**src/rtl/mem_access_pkg.sv**
```systemverilog
// Shared types and constants for the memory access unit.
// Holds the FSM states, request size codes and datapath widths.
package mem_access_pkg;

  localparam int DATA_W  = 32;
  localparam int WIDX_W  = 8;
  localparam int BADDR_W = 10;

  typedef enum logic [1:0] {
    IDLE,
    READ,
    WRITE,
    RESP
  } state_t;

  localparam logic [1:0] SZ_BYTE = 2'b00;
  localparam logic [1:0] SZ_HALF = 2'b01;
  localparam logic [1:0] SZ_WORD = 2'b10;
  localparam logic [1:0] SZ_ILL  = 2'b11;

  function automatic logic misaligned(
    input logic [1:0] size,
    input logic [1:0] off
  );
    logic bad;
    bad = 1'b0;
    unique case (size)
      SZ_HALF: bad = off[0];
      SZ_WORD: bad = (off != 2'b00);
      SZ_ILL:  bad = 1'b1;
      default: bad = 1'b0;
    endcase
    return bad;
  endfunction

endpackage

```
**src/rtl/mem_lane_align.sv**
```systemverilog
// Load lane extract/extend and store lane merge.
// Purely combinational; shared by the load and RMW store paths.
module mem_lane_align
  import mem_access_pkg::*;
(
  input  logic [1:0]        size,
  input  logic              uns,
  input  logic [1:0]        off,
  input  logic [DATA_W-1:0] rd,
  input  logic [DATA_W-1:0] wdata,
  output logic [DATA_W-1:0] ld_data,
  output logic [DATA_W-1:0] st_data
);

  logic [7:0]  b;
  logic [15:0] h;

  always_comb begin
    b = 8'(rd >> {off, 3'b000});
    h = 16'(rd >> {off[1], 4'b0000});
    ld_data = rd;
    st_data = wdata;
    unique case (size)
      SZ_BYTE: begin
        ld_data = uns ? {24'b0, b} : {{24{b[7]}}, b};
        st_data = rd;
        st_data[{off, 3'b000} +: 8] = wdata[7:0];
      end
      SZ_HALF: begin
        ld_data = uns ? {16'b0, h} : {{16{h[15]}}, h};
        st_data = rd;
        st_data[{off[1], 4'b0000} +: 16] = wdata[15:0];
      end
      default: begin
        ld_data = rd;
        st_data = wdata;
      end
    endcase
  end

endmodule

```
**src/rtl/mem_access_unit.sv**
```systemverilog
// Single-outstanding load/store unit in front of a word-wide DataMemory.
// Sub-word stores are done as read-modify-write.
module mem_access_unit
  import mem_access_pkg::*;
#(
  parameter int RD_LAT = 1
) (
  input  logic               Clk,
  input  logic               Rst,
  input  logic               req_valid,
  output logic               req_ready,
  input  logic               req_we,
  input  logic [1:0]         req_size,
  input  logic               req_unsigned,
  input  logic [BADDR_W-1:0] req_addr,
  input  logic [DATA_W-1:0]  req_wdata,
  output logic               rsp_valid,
  input  logic               rsp_ready,
  output logic [DATA_W-1:0]  rsp_rdata,
  output logic               rsp_err,
  output logic               MR,
  output logic               MW,
  output logic [WIDX_W-1:0]  Addr,
  output logic [DATA_W-1:0]  WD,
  input  logic [DATA_W-1:0]  RD
);

  state_t state, state_n;

  logic               lat_we;
  logic               lat_uns;
  logic [1:0]         lat_size;
  logic [BADDR_W-1:0] lat_addr;
  logic [DATA_W-1:0]  lat_wdata;
  logic [DATA_W-1:0]  rd_q;
  logic [DATA_W-1:0]  rdata_q;
  logic               err_q;
  logic [1:0]         cnt;

  logic               bad;
  logic               rd_last;
  logic [DATA_W-1:0]  align_rd;
  logic [DATA_W-1:0]  ld_data;
  logic [DATA_W-1:0]  st_data;

  assign bad     = misaligned(req_size, req_addr[1:0]);
  assign rd_last = (cnt == 2'(RD_LAT - 1));
  // WRITE merges into the captured word; READ extracts from live RD
  assign align_rd = (state == WRITE) ? rd_q : RD;

  mem_lane_align u_align (
    .size    (lat_size),
    .uns     (lat_uns),
    .off     (lat_addr[1:0]),
    .rd      (align_rd),
    .wdata   (lat_wdata),
    .ld_data (ld_data),
    .st_data (st_data)
  );

  always_ff @(posedge Clk) begin
    if (Rst) state <= IDLE;
    else     state <= state_n;
  end

  always_comb begin
    state_n   = state;
    req_ready = 1'b0;
    rsp_valid = 1'b0;
    MR        = 1'b0;
    MW        = 1'b0;
    Addr      = '0;
    WD        = '0;
    unique case (state)
      IDLE: begin
        req_ready = !Rst;
        if (req_valid && !Rst) begin
          if (bad)
            state_n = RESP;
          else if (req_we && req_size == SZ_WORD)
            state_n = WRITE;
          else
            state_n = READ;
        end
      end
      READ: begin
        MR   = 1'b1;
        Addr = lat_addr[BADDR_W-1:2];
        if (rd_last) state_n = lat_we ? WRITE : RESP;
      end
      WRITE: begin
        MW   = 1'b1;
        Addr = lat_addr[BADDR_W-1:2];
        WD   = (lat_size == SZ_WORD) ? lat_wdata : st_data;
        state_n = RESP;
      end
      RESP: begin
        rsp_valid = 1'b1;
        if (rsp_ready) state_n = IDLE;
      end
      default: state_n = IDLE;
    endcase
  end

  always_ff @(posedge Clk) begin
    if (Rst) begin
      lat_we    <= 1'b0;
      lat_uns   <= 1'b0;
      lat_size  <= '0;
      lat_addr  <= '0;
      lat_wdata <= '0;
      rd_q      <= '0;
      rdata_q   <= '0;
      err_q     <= 1'b0;
      cnt       <= '0;
    end else begin
      if (state == IDLE && req_valid) begin
        lat_we    <= req_we;
        lat_uns   <= req_unsigned;
        lat_size  <= req_size;
        lat_addr  <= req_addr;
        lat_wdata <= req_wdata;
        rdata_q   <= '0;
        err_q     <= bad;
        cnt       <= '0;
      end
      if (state == READ) begin
        cnt <= cnt + 2'd1;
        if (rd_last) begin
          rd_q <= RD;
          if (!lat_we) rdata_q <= ld_data;
        end
      end
    end
  end

  assign rsp_rdata = rdata_q;
  assign rsp_err   = err_q;

endmodule

```
**config.mk**
```make
export PLATFORM = sky130hd
export DESIGN_NAME = mem_access_unit
export DESIGN_NICKNAME = d
export VERILOG_FILES = /design/src/rtl/mem_access_pkg.sv /design/src/rtl/mem_lane_align.sv /design/src/rtl/mem_access_unit.sv
export SDC_FILE = /design/constraint.sdc
export NUM_CORES = 1
export LEC_CHECK = 0
export ABC_CLOCK_PERIOD_IN_PS = 3300
export CORE_MARGIN = 5
export CORE_UTILIZATION = 45
export CTS_BUF_LIST = sky130_fd_sc_hd__clkbuf_8
export CTS_CLUSTER_SIZE = 24
export DETAILED_ROUTE_END_ITERATION = 10
export PLACE_DENSITY = 0.78
export SYNTH_ARGS = -nofsm -noshare
export SYNTH_HDL_FRONTEND = slang
export SYNTH_SLANG_ARGS = --single-unit
```
**constraint.sdc**
```tcl
create_clock -name Clk -period 3.3 [get_ports Clk]
set_input_delay 0.495 -clock Clk [delete_from_list [all_inputs] [get_ports Clk]]
set_output_delay 0.495 -clock Clk [all_outputs]
set_load 0.005 [all_outputs]
```
==> impl_metrics.py, run 1 <==
metrics = {
    "detailed_routing": {
        "drc": 0,
        "vias_per_cell": 6.082,
        "ant_nets": 0,
        "wirelength_um": 23130,
        "wl_per_cell_um": 19.38,
        "drtIter0Drc": 856,
        "drt-pass1-iter-count": 8,
        "vias": 7256,
    },
    "global_routing": {
        "grt_pass1_vias": 6514,
        "grt_pass1_wl_um": 35100,
        "antenna_found_initial": 0,
        "grt_max_degree": 61,
        "grt-ovfl-total": 0,
        "grt_util_all_layers_pct": 26.39,
    },
    "placed_design": {
        "place_congestion": 1.002,
        "place_inst": 1159,
        "place_area_sq_um": 8307,
        "port_buffers": 158,
        "dpl.hpwl_um": 16280,
    },
    "cells_and_area": {
        "nNetsFinal": 1089,
        "regArea_sq_um": 2305,
        "n_fill_cell": 1273,
        "layout.cells.non_filler": 1193,
        "syn2layout_area_growth_pct": 36.51,
        "stdcell_area_sq_um": 8875,
        "n_antenna_cell": 0,
        "multi_input_area_sq_um": 3916,
        "fin_util_pct": 61.76,
        "drive_gt1_share_pct": 11.40,
    },
    "worst_setup_path": {
        "r2r_setup_slack_ns": 0.55,
        "path_cells": "mux2i_2 -> a21oi_1 -> a21oi_1 -> clkdlybuf4s50_1",
        "critPathMaxStageDelay_ns": 0.77,
        "end_kind": "output pin",
        "cpMostUsedCell": "a21oi_1",
        "arrival_ns": 2.71,
        "cp_max_fo": 17,
        "crit_start": "lat_size[0]",
        "reg2reg_to": "rsp_rdata[25]",
        "crit_type": "flip-flop to output pin",
        "crit_slowest_cell": "dfxtp_1",
        "worstPathRequired_ns": 2.80,
        "cp_top_family": "flip-flops",
        "cp-start-kind": "flip-flop",
        "r2r-start": "state[0]",
        "crit_cells": 4,
        "critPathBufInv": 1,
        "r2r_cells": 7,
    },
    "timing": {
        "finalCritPeriodShare_pct": 97.21,
        "final.setup_skew_ns": 0.01179,
        "slew_viol_final": 0,
        "hold_violations": 0,
        "relSlewSlack_pct": 39.22,
        "fmax_mhz": 311.7,
        "grt_setup_unrepaired": "true",
        "worst_pin_slew_ns": 0.9117,
        "min_period_ns": 3.208,
        "setup_viol": 0,
    },
    "floorplan": {
        "pin_count": 159,
        "fp.dieW_um": 130.2,
        "die_area_sq_um": 16950,
        "core_sq_um": 14370,
        "start_util_pct": 45.25,
        "die_h_um": 130.2,
        "placementRows": 44,
    },
    "clock_network": {
        "clk_pin_slew_ns": 0.07,
        "cts-hold-fix-buffers": 0,
        "cts_made_buffers": 17,
        "cts_htree_levels": 4,
        "root_buffer": "clkbuf_8",
        "tritoncts": "done",
        "numClockSinks": 115,
        "clockBufferDepth": 2,
        "clk_latency_ns": 0.45,
    },
    "min_path": {
        "worstHoldStart": "lat_addr[2]",
        "whs_endpoint": "lat_addr[2]",
        "hold_class": "flip-flop to flip-flop",
        "holdPathStages": 2,
    },
    "run": {
        "cap_violations": 0,
    },
    "yosys": {
        "ys_types": 49,
        "ys.flop_type": "dfxtp_1",
        "avgSynthCellArea_sq_um": 7.613,
        "syn-num-nets": 947,
        "ys_top_cells_by_area": "dfxtp_1, a21oi_1, nand2_1, mux2i_1, clkbuf_1",
        "syn_inst": 854,
        "synth-edff-count": 0,
        "yosys_register_bits": 115,
        "yosysSeqAreaShare_pct": 35.41,
        "synthArstFlopShare_pct": 0,
        "ys_warn_count": 0,
        "synthesis.area_sq_um": 6501,
        "netlist.area_leader.share_pct": 35.41,
        "synth_area_leader_cell": "dfxtp_1",
    },
    "pwr": {
        "vdd_drop_max_v": 0.0003253,
        "cellPowerDensity_nw_per_um2": 736.7,
        "p_leak_uw": 0.003200,
    },
    "outcome": {
        "status": "completed",
    },
}
-- per-stage QoR --
stage	TNS, ns	worst slack, ns	hold slack [ns]	power (uW)
after detailed placement	0	0.1998	0.4422	4979
after CTS	0	0.001774	0.4522	6465
after floorplan	0	0.1689	0.4317	3741
final	0	0.09209	0.4505	6538
after global routing	-0.03369	-0.01743	0.4678	6895
after global placement	0	0.2009	0.4376	4922
-- synth_stat cells (all sizes together), types with 4 or more instances --
cell     number
a2111o        4
a2111oi      11
a211oi       19
a21o          5
a21oi       156
a221oi       19
a311oi        6
a31oi         9
and2         10
buf          16
clkbuf       59
dfxtp       115
ha           11
inv          12
mux2         18
mux2i        25
nand2       192
nand2b       14
nor2         39
nor2b         9
nor3         10
nor4         10
o2111a        5
o21ai        35
o221ai       16
-- power breakdown --
part,leakage (uW),total (uW),internal [uW],switching [uW]
registers,0.000941,2070,1740,325
clock network,0.000227,1450,863,587
logic,0.00203,3020,1340,1680
-- kinds of logic (layout without fill, tap and decap cells) --
kind of cell	count (synthesis)	count (layout)	synth area share, %
multiplexers	44	44	7.429
buffers and inverters	88	243	5.504
AND/OR/NAND/NOR	292	292	19.23
adder cells (fa/ha/maj)	11	11	2.117
flip-flops	115	115	35.41
AO/OA/AOI/OAI	304	304	30.31
-- area by class of cell --
class	instances	share of cell area, %
clock buffers	23	3.567
clock inverters	9	1.424
inverters	13	0.5498
multi-input cells	651	44.13
flip-flops and latches	115	25.97
well taps	184	2.594
repair buffers	198	21.77
-- worst max-delay path by stage --
stage	to
3_5_place_dp	WD[30]
4_1_cts	WD[28]
6_report	WD[20]
3_3_place_gp	WD[30]
2_1_floorplan	WD[30]
5_1_grt	WD[22]
-- layout by cell type, fill, tap and decap left out, drive strengths merged, types with 2 or more instances in the layout --
| cell type | instances |
|---|---|
| a21o | 5 |
| o21ai | 35 |
| o2111a | 5 |
| clkdlybuf4s50 | 150 |
| a31oi | 9 |
| a211oi | 19 |
| clkinv | 3 |
| nor2b | 9 |
| o221ai | 16 |
| dlymetal6s2s | 7 |
| a2111o | 4 |
| mux2i | 25 |
| buf | 41 |
| a22o | 2 |
| mux2 | 18 |
| clkbuf | 23 |
| nor2 | 39 |
| nor4 | 10 |
| a211o | 3 |
| a21oi | 156 |
| nor4bb | 2 |
| nand3b | 3 |
| bufinv | 3 |
| a21boi | 2 |
| a221oi | 19 |
| ha | 11 |
| a2111oi | 11 |
| inv | 14 |
| a22oi | 2 |
| a221o | 2 |
| nor3 | 10 |
| nand2 | 192 |
| nand2b | 14 |
| and2 | 10 |
| a311oi | 6 |
| dfxtp | 115 |
| clkinvlp | 2 |
| o211ai | 3 |
-- routing by layer --
| metal | global-route usage [%] | wire length [um] | up-vias |
|---|---|---|---|
| met2 | 39.14 | 10210 | 445 |
| met4 | 10.76 | 751 | 0 |
| met1 | 36.86 | 9596 | 3398 |
| met5 | 0 | 0 | - |
| met3 | 6.222 | 2572 | 62 |
| li1 | - | - | 3351 |
-- registers in the layout, summed over array words and instances (netlist names) --
signal	flops
lat_addr	10
rsp_rdata	32
lat_wdata	32
cnt	2
rd_q	32
lat_uns	1
rsp_err	1
lat_size	2
state	2
lat_we	1
-- repair_timing --
item | in CTS | in global routing
resized for setup | 10 | 20
buffers inserted | 2 | 0
pin swaps | 2 | 6
endpoints found under the setup margin | 13 | 24
-- worst register-to-register path, cell delays in order (launching register included) --
cell,delay (ns)
dfxtp_1,0.34
inv_1,0.14
ha_4,0.27
buf_6,0.20
mux2_2,0.41
mux4_2,0.67
o211ai_1,0.42
a311oi_1,0.15
(Power assumes the default switching activity.)
==> run 2, diff against run 1 <==
Settings changed: CORE_MARGIN 5 to unset.
==> impl_metrics.py, run 2 (synthesis results as in run 1) <==
metrics = {
    "pwr": {
        "vdd_drop_max_v": 0.0003588,
        "power_uw": 6529,
        "cellPowerDensity_nw_per_um2": 734.1,
        "p_leak_uw": 0.003106,
    },
    "global_routing": {
        "grt_util_all_layers_pct": 30.86,
        "grt-ovfl-total": 0,
        "antenna_found_initial": 0,
        "grt_max_degree": 62,
        "grt_pass1_wl_um": 34760,
        "grt_pass1_vias": 6407,
    },
    "worst_setup_path": {
        "crit_slowest_cell": "mux2i_1",
        "cp_top_family": "buffers and inverters",
        "cp-start-kind": "flip-flop",
        "arrival_ns": 2.73,
        "r2r_cells": 8,
        "critPathBufInv": 3,
        "crit_type": "flip-flop to output pin",
        "crit_cells": 8,
        "cp_max_fo": 20,
        "critPathMaxStageDelay_ns": 0.46,
        "worstPathRequired_ns": 2.80,
        "path_cells": "inv_1 -> ha_4 -> buf_12 -> mux2i_1 -> a21o_1 -> nand2_1 -> o2111a_1 -> clkdlybuf4s50_1",
        "end_kind": "output pin",
    },
    "timing": {
        "worst_pin_slew_ns": 0.8065,
        "hold_violations": 0,
        "final.setup_skew_ns": 0.01169,
        "min_period_ns": 3.221,
        "finalCritPeriodShare_pct": 97.60,
        "fmax_mhz": 310.5,
        "relSlewSlack_pct": 46.24,
        "timing.setup.tns_ns": 0,
        "setup_viol": 0,
        "grt_setup_unrepaired": "false",
        "slew_viol_final": 0,
    },
    "run": {
        "cap_violations": 0,
    },
    "floorplan": {
        "pin_count": 159,
        "fp.dieW_um": 122.2,
        "start_util_pct": 46.48,
        "core_sq_um": 13990,
        "placementRows": 43,
        "die_area_sq_um": 14930,
        "die_h_um": 122.2,
    },
    "detailed_routing": {
        "wl_per_cell_um": 18.91,
        "drc": 0,
        "vias": 7144,
        "wirelength_um": 22630,
        "ant_nets": 0,
        "drt-pass1-iter-count": 6,
        "drtIter0Drc": 864,
        "vias_per_cell": 5.968,
    },
    "cells_and_area": {
        "fin_util_pct": 63.58,
        "nNetsFinal": 1097,
        "final_cell_mix": "nand2_1, clkdlybuf4s50_1, a21oi_1",
        "layout_commonest_cell": "nand2_1",
        "syn2layout_area_growth_pct": 36.80,
        "drive_gt1_share_pct": 12.29,
        "n_antenna_cell": 0,
    },
    "clock_network": {
        "cts_made_buffers": 17,
        "root_buffer": "clkbuf_8",
        "clockBufferDepth": 2,
        "clk_latency_ns": 0.45,
        "tritoncts": "done",
        "clk_pin_slew_ns": 0.07,
        "cts_htree_levels": 4,
        "cts-hold-fix-buffers": 0,
        "numClockSinks": 115,
    },
    "outcome": {
        "status": "completed",
    },
    "placed_design": {
        "port_buffers": 158,
        "dpl.hpwl_um": 15610,
        "place_congestion": 0.9693,
    },
    "min_path": {
        "holdPathStages": 2,
        "hold_class": "flip-flop to flip-flop",
    },
}
[run 2: final cells by class]
class	instances	area (sq um)
Fill cell	1242	5095
Multi-Input combinational cell	651	3916
Sequential cell	115	2306
Timing Repair Buffer	206	1984
Clock buffer	20	275.3
Tap cell	180	225.2
Clock inverter	12	137.6
Inverter	13	48.80
[run 2: path summary, 6_finish.rpt]
check / startpoint / endpoint / slack, ns
max: state[0] / WD[26] / 0.08
min: lat_addr[5] / lat_addr[5] / 0.45
max reg2reg: state[0] / rsp_rdata[26] / 0.42
min reg2reg: lat_addr[5] / lat_addr[5] / 0.45
[run 2: what timing repair did]
item	4_1_cts	5_1_grt
pin swaps	0	2
setup endpoints to repair	12	16
cloned	1	0
resized for setup	4	16
buffers inserted	0	5
hold endpoints to repair	0	0
[run 2: report_power, final]
part | switching [uW] | total (uW) | internal (uW)
clock | 596 | 1390 | 794
combinational | 1700 | 3090 | 1390
sequential | 307 | 2050 | 1740
[run 2: per-stage QoR]
step	instance area, sq um	hold WS [ns]	setup WS, ns	instances
floorplan	6501	0.4317	0.1689	854
global placement	8332	0.4376	0.2661	1159
detailed placement	8332	0.4435	0.2406	1159
CTS	8802	0.4527	0.007819	1192
global route	8894	0.4745	0.002364	1197
finish	8894	0.4489	0.07916	1197
[run 2: routing by layer]
metal / global-route usage, % / wire length, um
met1: 41.30 / 9735
met4: 11.97 / 522
met5: 0 / 0
met2: 47.60 / 10270
met3: 7.537 / 2103
[run 2: worst reg2reg max path, delay by kind of cell (launching register included)]
family | cells | cell delay (ns)
buffers and inverters | 3 | 0.58
flip-flops | 1 | 0.34
multiplexers | 2 | 1.01
AO/OA/AOI/OAI | 2 | 0.55
adder cells (fa/ha/maj) | 1 | 0.25
==> RTL edit, RTL diff (flow settings as in run 1) <==
Encoding of `state_t`: now one-hot (4 bits for 4 states).
--- a/src/rtl/mem_access_pkg.sv
+++ b/src/rtl/mem_access_pkg.sv
@@ -6,11 +6,11 @@
   localparam int WIDX_W  = 8;
   localparam int BADDR_W = 10;
 
-  typedef enum logic [1:0] {
-    IDLE,
-    READ,
-    WRITE,
-    RESP
+  typedef enum logic [3:0] {
+    IDLE  = 4'b0001,
+    READ  = 4'b0010,
+    WRITE = 4'b0100,
+    RESP  = 4'b1000
   } state_t;
 
   localparam logic [1:0] SZ_BYTE = 2'b00;
Formal check against the unedited RTL: same outputs for any inputs over 4 cycles, from zero or initial values and one cycle with Rst high; so few cycles prove little.
==> RTL edit against run 1 <==
Routed wire length increased by 6.4%; sequential cell count grew 2; final area increased by 2.5%; synthesized area down 2.0%; core utilization is 3.8 points higher; global-route usage increased by 2.2 points; first-iteration DRC count up 2.0%; worst setup slack lost 0.057 ns; critical path type unchanged; largest cell class unchanged.
Power is not compared: it rests on default switching activity, and its combinational part moved more than twofold at a synthesized area within 25%.
==> RTL edit: results (changes against run 1) <==
- The fraction of final layout cells sized beyond drive strength 1 came to 15.3% (was 11.4%).
- The total placed cells including tap cells was 1153 (was 1159).
- The highest achievable clock rate is 306 MHz (was 312 MHz).
- The fraction of area in clock buffers and inverters is 4.43% (was 4.99%).
- The endpoint of the worst hold path is cnt[0] (was lat_addr[2]).
- Top cells by count, synth: sky130_fd_sc_hd__nand2_1 (204), sky130_fd_sc_hd__a21oi_1 (145), sky130_fd_sc_hd__dfxtp_1 (117) (was sky130_fd_sc_hd__nand2_1 (192), sky130_fd_sc_hd__a21oi_1 (156), sky130_fd_sc_hd__dfxtp_1 (115)).
- The worst-case reg-to-reg path depth is 5 (was 7).
- The worst hold path startpoint is Rst (was lat_addr[2]).
- The start point of the critical path is state[1] (was lat_size[0]).
- The violation count after the first detailed-route iteration came to 873 (was 856).
- The number of clock-tree buffers in the layout is 22 (was 23).
- The post-placement cell area is 8170 µm² (was 8310 µm²).
- The combined global-route utilization of all metal layers is 28.6% (was 26.4%).
- The smallest hold slack is 0.438 ns (was 0.451 ns).
- The maximum number of pins on one net before global-route repair is 57 (was 61).
- The worst setup slack after placement came to 0.191 ns (was 0.200 ns).
- The reg2reg setup slack was 0.38 ns (was 0.55 ns).
- The inverter count of the layout excluding clock inverters is 17 (was 13).
- The net count after synthesis is 942 (was 947).
- The post-synthesis share of cell area spent on full adders, half adders and majority gates is 1.18% (was 2.12%).
- The total wirelength of the detailed-routed design came to 24600 µm (was 23100 µm).
- The multi-input logic area is 3960 µm² (was 3920 µm²).
- The first-pass GRT wire length is 37300 µm (was 35100 µm).
- The total via count in the routed design was 7308 (was 7256).
- The signal arrival time at the worst endpoint is 2.77 ns (was 2.71 ns).
- The number of non-clock buffers in the layout is 209 (was 198).
- The fraction of the mapped netlist area in compound gates was 27.3% (was 30.3%).
- The kind of path behind the tightest hold check is in2reg (was reg2reg).
- The placed wire-length estimate is 17100 µm (was 16300 µm).
- The proportion of synthesized area in mux cells came to 8.58% (was 7.43%).
- The distinct cell type count after synthesis is 47 (was 49).
- The number of nets in the finished design is 1101 (was 1089).
- The number of detailed-routing iterations run before antenna repair was 6 (was 8).
- Run status: completed (unchanged).
- The timing endpoint of the critical path is WD[1] (was WD[20]).
- The detailed-route wire length per cell came to 20.4 µm (was 19.4 µm).
- The transition time at the pin with the least slew margin came to 0.771 ns (was 0.912 ns).
- The beginning of the worst register-to-register path is state[3] (was state[0]).
- The end of the worst register-to-register path is rsp_rdata[11] (was rsp_rdata[25]).
[RTL edit: changes by cell type in the layout (fill, tap and decap cells not counted), moves of 11 or more]
cell / change
sky130_fd_sc_hd__o221ai_1: -15
sky130_fd_sc_hd__o22ai_1: +16
sky130_fd_sc_hd__dlymetal6s2s_1: +11
sky130_fd_sc_hd__nor3_1: +12
sky130_fd_sc_hd__clkdlybuf4s50_1: -13
sky130_fd_sc_hd__a21oi_1: -11
sky130_fd_sc_hd__a211o_1: +14
sky130_fd_sc_hd__o21ai_0: -20
[RTL edit: cells by family after synthesis]
kind of cell / after synthesis
compound gates: 280
mux: 50
simple gates: 313
buf+inv: 88
flops: 117
fa+ha+maj: 6
[RTL edit: worst max-delay path, cell delays in order (launching register included)]
cell	delay, ns
sky130_fd_sc_hd__dfxtp_4	0.38
sky130_fd_sc_hd__or4b_4	0.60
sky130_fd_sc_hd__buf_4	0.19
sky130_fd_sc_hd__buf_4	0.20
sky130_fd_sc_hd__nand2_1	0.09
sky130_fd_sc_hd__nand2_1	0.10
sky130_fd_sc_hd__o21ai_1	0.18
sky130_fd_sc_hd__a221oi_2	0.09
sky130_fd_sc_hd__clkdlybuf4s50_1	0.49
[RTL edit: where the power goes]
group / internal [mW] / total, mW / switching (mW)
sequential: 1.46 / 1.52 / 0.0567
clock: 0.760 / 1.35 / 0.588
combinational: 0.281 / 0.656 / 0.376
total: 2.50 / 3.52 / 1.02
[RTL edit: per-layer routing]
metal	share of wire (%)	GRT usage [%]
met1	41	38.9
met2	45	44.7
met3	11	7.58
met4	3.4	8.89
met5	0	0
[RTL edit: timing repair]
action,in CTS,in global routing
pin swaps,5,16
setup buffers,2,16
cloned,2,1
setup endpoints to repair,29,37
resized for setup,26,59
